[src/rtl/rsa_pkg.sv]
// rsa_pkg: shared RSA sizing constants and the mont_setup state encoding.
package rsa_pkg;
  localparam int RSA_WIDTH = 256;
  localparam int RSA_WORD = 32;
  typedef enum logic [1:0] {IDLE, CALC_R, CALC_R2, FINISH} ms_state_t;
endpackage

[src/rtl/mont_inv_word.sv]
// mont_inv_word: Hensel-lifting engine, one bit per cycle, yielding -n^-1 mod 2^WORD.
module mont_inv_word #(
  parameter int WORD = 32
) (
  input  logic            clk,
  input  logic            rst,
  input  logic            start,
  input  logic [WORD-1:0] n,
  output logic            done,
  output logic [WORD-1:0] mp
);
  localparam int IW = $clog2(WORD);
  logic [WORD-1:0] nl, y, prod, y_nx;
  logic [IW-1:0] i;
  logic active;
  assign prod = nl * y;
  assign y_nx = prod[i] ? y + (WORD'(1) << i) : y;
  assign done = active && i == IW'(WORD - 1);
  assign mp = (~y_nx) + WORD'(1);
  always_ff @(posedge clk or posedge rst) begin
    if (rst) begin
      nl <= '0;
      y <= '0;
      i <= '0;
      active <= 1'b0;
    end else if (start) begin
      nl <= n;
      y <= WORD'(1);
      i <= IW'(1);
      active <= 1'b1;
    end else if (active) begin
      y <= y_nx;
      i <= i + IW'(1);
      active <= !done;
    end
  end
endmodule

[src/rtl/mont_setup.sv]
// mont_setup: bit-serial Montgomery constant precompute (mp, r_mod, optional r2_mod).
// Define MONT_SETUP_R2_EN to also compute r2_mod = 2^(2*WIDTH) mod N.
module mont_setup
  import rsa_pkg::*;
#(
  parameter int WIDTH = RSA_WIDTH,
  parameter int WORD = RSA_WORD
) (
  input  logic             clk,
  input  logic             rst,
  input  logic             start,
  input  logic [WIDTH-1:0] modulus,
  output logic             busy,
  output logic             done,
  output logic             err,
  output logic [WORD-1:0]  mp,
  output logic [WIDTH-1:0] r_mod,
  output logic [WIDTH-1:0] r2_mod
);
  localparam int CW = $clog2(2 * WIDTH) + 1;
  if (WORD - 1 >= WIDTH) begin : g_chk
    $error("mont_setup: WORD-1 must be less than WIDTH");
  end
  ms_state_t state, state_nx;
  logic [WIDTH-1:0] n, acc, red;
  logic [WIDTH:0] t;
  logic [CW-1:0] cnt;
  logic accept, valid, last_r, inv_done;
  logic [WORD-1:0] inv_mp;
  assign accept = state == IDLE && start;
  assign valid = modulus[0] && modulus != WIDTH'(1);
  assign t = {acc, 1'b0};
  // acc < N always holds, so a single conditional subtract fully reduces 2*acc
  assign red = t >= {1'b0, n} ? WIDTH'(t - {1'b0, n}) : t[WIDTH-1:0];
  assign last_r = cnt == CW'(WIDTH - 1);
  mont_inv_word #(.WORD(WORD)) u_inv (
    .clk(clk),
    .rst(rst),
    .start(accept && valid),
    .n(modulus[WORD-1:0]),
    .done(inv_done),
    .mp(inv_mp)
  );
  always_ff @(posedge clk or posedge rst) begin
    if (rst) state <= IDLE;
    else state <= state_nx;
  end
`ifdef MONT_SETUP_R2_EN
  logic last_r2;
  assign last_r2 = cnt == CW'(2 * WIDTH - 1);
  always_comb begin
    state_nx = IDLE;
    case (state)
      IDLE:    state_nx = start ? (valid ? CALC_R : FINISH) : IDLE;
      CALC_R:  state_nx = last_r ? CALC_R2 : CALC_R;
      CALC_R2: state_nx = last_r2 ? FINISH : CALC_R2;
      default: state_nx = IDLE;
    endcase
  end
  always_ff @(posedge clk or posedge rst) begin
    if (rst) r2_mod <= '0;
    else if (accept) r2_mod <= '0;
    else if (state == CALC_R2 && last_r2) r2_mod <= red;
  end
`else
  always_comb begin
    state_nx = IDLE;
    case (state)
      IDLE:    state_nx = start ? (valid ? CALC_R : FINISH) : IDLE;
      CALC_R:  state_nx = last_r ? FINISH : CALC_R;
      default: state_nx = IDLE;
    endcase
  end
  assign r2_mod = '0;
`endif
  always_comb begin
    busy = state != IDLE;
    done = state == FINISH;
  end
  always_ff @(posedge clk or posedge rst) begin
    if (rst) begin
      n <= '0;
      acc <= '0;
      cnt <= '0;
      err <= 1'b0;
      mp <= '0;
      r_mod <= '0;
    end else if (accept) begin
      n <= modulus;
      acc <= WIDTH'(1);
      cnt <= '0;
      err <= !valid;
      mp <= '0;
      r_mod <= '0;
    end else begin
      if (inv_done) mp <= inv_mp;
      if (state == CALC_R || state == CALC_R2) begin
        acc <= red;
        cnt <= cnt + CW'(1);
      end
      if (state == CALC_R && last_r) r_mod <= red;
    end
  end
endmodule

[config.mk]
export PLATFORM = sky130hd
export DESIGN_NAME = mont_setup
export DESIGN_NICKNAME = d
export VERILOG_FILES = /design/src/rtl/rsa_pkg.sv /design/src/rtl/mont_inv_word.sv /design/src/rtl/mont_setup.sv
export SDC_FILE = /design/constraint.sdc
export NUM_CORES = 2
export LEC_CHECK = 0
export ABC_AREA = 1
export BUFFER_PORTS_ARGS = -buffer_cell sky130_fd_sc_hd__buf_2
export CAP_MARGIN = 5
export CORE_MARGIN = 3
export CORE_UTILIZATION = 55
export DETAILED_ROUTE_END_ITERATION = 8
export GPL_TIMING_DRIVEN = 0
export HOLD_SLACK_MARGIN = 0.05
export PLACE_DENSITY = 0.78
export SYNTH_ARGS = -nofsm -noshare
export SYNTH_HDL_FRONTEND = slang
export SYNTH_SLANG_ARGS = --single-unit
[constraint.sdc]
create_clock -name clk -period 33 [get_ports clk]
set_clock_uncertainty 0.1 [all_clocks]
set_input_delay 6.6 -clock clk [delete_from_list [all_inputs] [get_ports clk]]
set_output_delay 6.6 -clock clk [all_outputs]
set_load 0.05 [all_outputs]
==> out/qor.txt <==
status: complete, but fails checks
failing checks: max-capacitance violations, max-slew violations
routed wire length: 353.5 mm
syn avg cell area: 7.106 µm²
synth warn: 0
CP Class: flip-flop to flip-flop
Synth-to-Final Area Change: 12.38%
GR peak layer: met2
synth top area cells: dfrtp_1 (28%), nand2_1 (12%), fa_1 (10%), inv_1 (8.6%), o21ai_0 (7.6%)
Die Y: 385.4 µm
reg2reg setup slack: 21.44 ns
post-synth top area cell: dfrtp_1
Mapped Cells: 11140
synthesized flop and latch total: 883
Core Area: 142300 µm²
FF-to-FF Start: u_inv.y[5]$_DFFE_PP0P_
global routing met1 resource utilization: 0.5621
DR pass1 iterations: 9
Max-Cap Viols: 3
I/O pin cnt: 806
worst relative slew slack: -0.03323
most common cell in the netlist: nand2_1
# port buffers: 549
Max Slew Vio Count: 13
Starting Density: 0.5564
CTS H-Tree Depth: 3
drt wl/cell: 25.18 µm
root buffer cell: clkbuf_16
largest net degree at the start of global routing: 138
Final setup viols: 0
gpl congestion: 1.102
DRC: 0
cts bufs inserted: 93
Post-synth EDFFs: 0
CP max stage delay: 1.08 ns
CTS tree: yes
Worst EP required: 33.51 ns
post-layout util: 0.6253
detailed-route via count: 84010
Worst Setup End Kind: flip-flop
clk sinks: 883
GR Layer Usage met3: 0.1201
post-CTS sizing: 0
post-CTS setup buffer count: 0
via count of the first global-routing pass: 81640
layout cells sized above 1: 0.09824
Iteration-0 DRC Markers: 10090
Worst Tran Pin Value: 1.550 ns
ANT nets after route: 0
RR Endpoint: mp[26]$_DFFE_PP0P_
ys async rst share: 1.000
RSZ-0062 raised after global routing: false
minimum clock period: 11.56 ns
Layout Nets: 13150
Die W: 385.4 µm
DIE AREA: 148500 µm²
worst min path class: flip-flop to flip-flop
Max Freq: 86.54 MHz
hold_buf cts: 0
Tcrit/Tclk final: 0.3502
clk slew on worst S/H paths: 0.07 ns
Crit-path slowest cell: clkbuf_1
Crit path buffers/inverters: 5
Post-DP HPWL: 290.1 mm
Worst Hold Path Cells: 2
grt ovf: 0
Worst Path Max Fanout: 10
crit start category: flip-flop
Seq/Total Area, Yosys: 0.2791
r2r worst-path depth: 38
met2 usage: 0.7121
HP Start: mp[24]$_DFFE_PP0P_
Worst setup startpoint: u_inv.y[5]$_DFFE_PP0P_
deepest clock path buffer count: 3
top_reg_cell synth: dfrtp_1
mapped cell area: 79160 µm²
worst-skew pair later-pin latency: 0.77 ns
FP Rows: 138
most frequent cells after synthesis: nand2_1 (2555), inv_1 (1818), o21ai_0 (1206), nor2_1 (947), dfrtp_1 (883)
Endpoint, Worst Hold: mp[24]$_DFFE_PP0P_
Tot GR Track Use: 0.4631
initial antenna violation count: 15
first-pass GRT wire length: 511.5 mm
CP delay by family, top: adder cells
vias per cell: 5.986
Critical Path AT: 12.07 ns
Yosys top cell area share: 0.2791
Synth cell types: 62
Final Hold Viols: 0
## per-layer routing
layer	vias up	part of all wire	routed length, µm
met5	-	0.00023	81
met4	14	0.090	31850
met3	1366	0.11	39380
met2	5490	0.44	153900
met1	40060	0.36	128200
li1	37080	-	-
## logic make-up after synthesis
family / after synthesis / synth area share
xor gates and xnor gates: 241 / 0.02666
AOI/OAI and AO/OA: 2519 / 0.1760
buffers and inverters: 2503 / 0.1342
and+or+nand+nor: 4162 / 0.2136
other: 1 / 0.00004737
DFF: 883 / 0.2791
adders and majority gates: 832 / 0.1704
## sequential cells by signal, summed over array words and instances (netlist names)
signal        flops
state             2
r_mod           256
acc             256
u_inv.i           5
n               256
err               1
u_inv.nl         32
cnt              10
mp               32
u_inv.y          32
u_inv.active      1
## per-stage QoR
stage               cell area (µm²)  hold WS, ns   TNS, ns  worst slack (ns)  std cells
global route                  88940       0.4038         0             21.31      14020
floorplan                     80120       0.3530         0             1.481      11400
finish                        88970       0.3815         0             21.44      14040
CTS                           88870       0.3830         0             21.83      14020
detailed placement            85570       0.3621         0             21.11      13850
global placement              85230       0.3579  -5522.33            -6.534      13840
## cell type report
class / count / area (µm²)
Clock buffer: 119 / 2616
Tap cell: 1890 / 2365
Buffer: 658 / 3702
Clock inverter: 50 / 679.4
Timing Repair Buffer: 569 / 3131
Multi-Input combinational cell: 8010 / 47420
Antenna cell: 11 / 27.53
Inverter: 1845 / 6933
Fill cell: 12640 / 53310
Sequential cell: 883 / 22100
## layout by cell type, fill, tap and decap left out, types with 256 or more instances in the layout
cell type     n
nand2_1    2555
inv_1      1817
o21ai_0    1206
nor2_1      946
dfrtp_1     883
a21oi_1     653
buf_2       592
ha_1        422
fa_1        410
clkbuf_1    304
nand3_1     284
buf_4       266
conb_1      256
## tightest hold or removal path, cell delays in order (launching register included)
cell     delay, ns
dfrtp_1       0.34
nand2_1       0.06
nand2_1       0.06
## worst max path at each step
stage                             end  cells after the start
4_1_cts        r_mod[251]$_DFFE_PP0P_                      9
6_report           mp[26]$_DFFE_PP0P_                     38
3_5_place_dp   r_mod[251]$_DFFE_PP0P_                      9
5_1_grt            mp[26]$_DFFE_PP0P_                     38
2_1_floorplan      acc[0]$_DFFE_PP0P_                      1
3_3_place_gp   r_mod[198]$_DFFE_PP0P_                      2
Power is not shown: default switching activity piles up to over one toggle a cycle in this logic, so the estimate is an artifact.
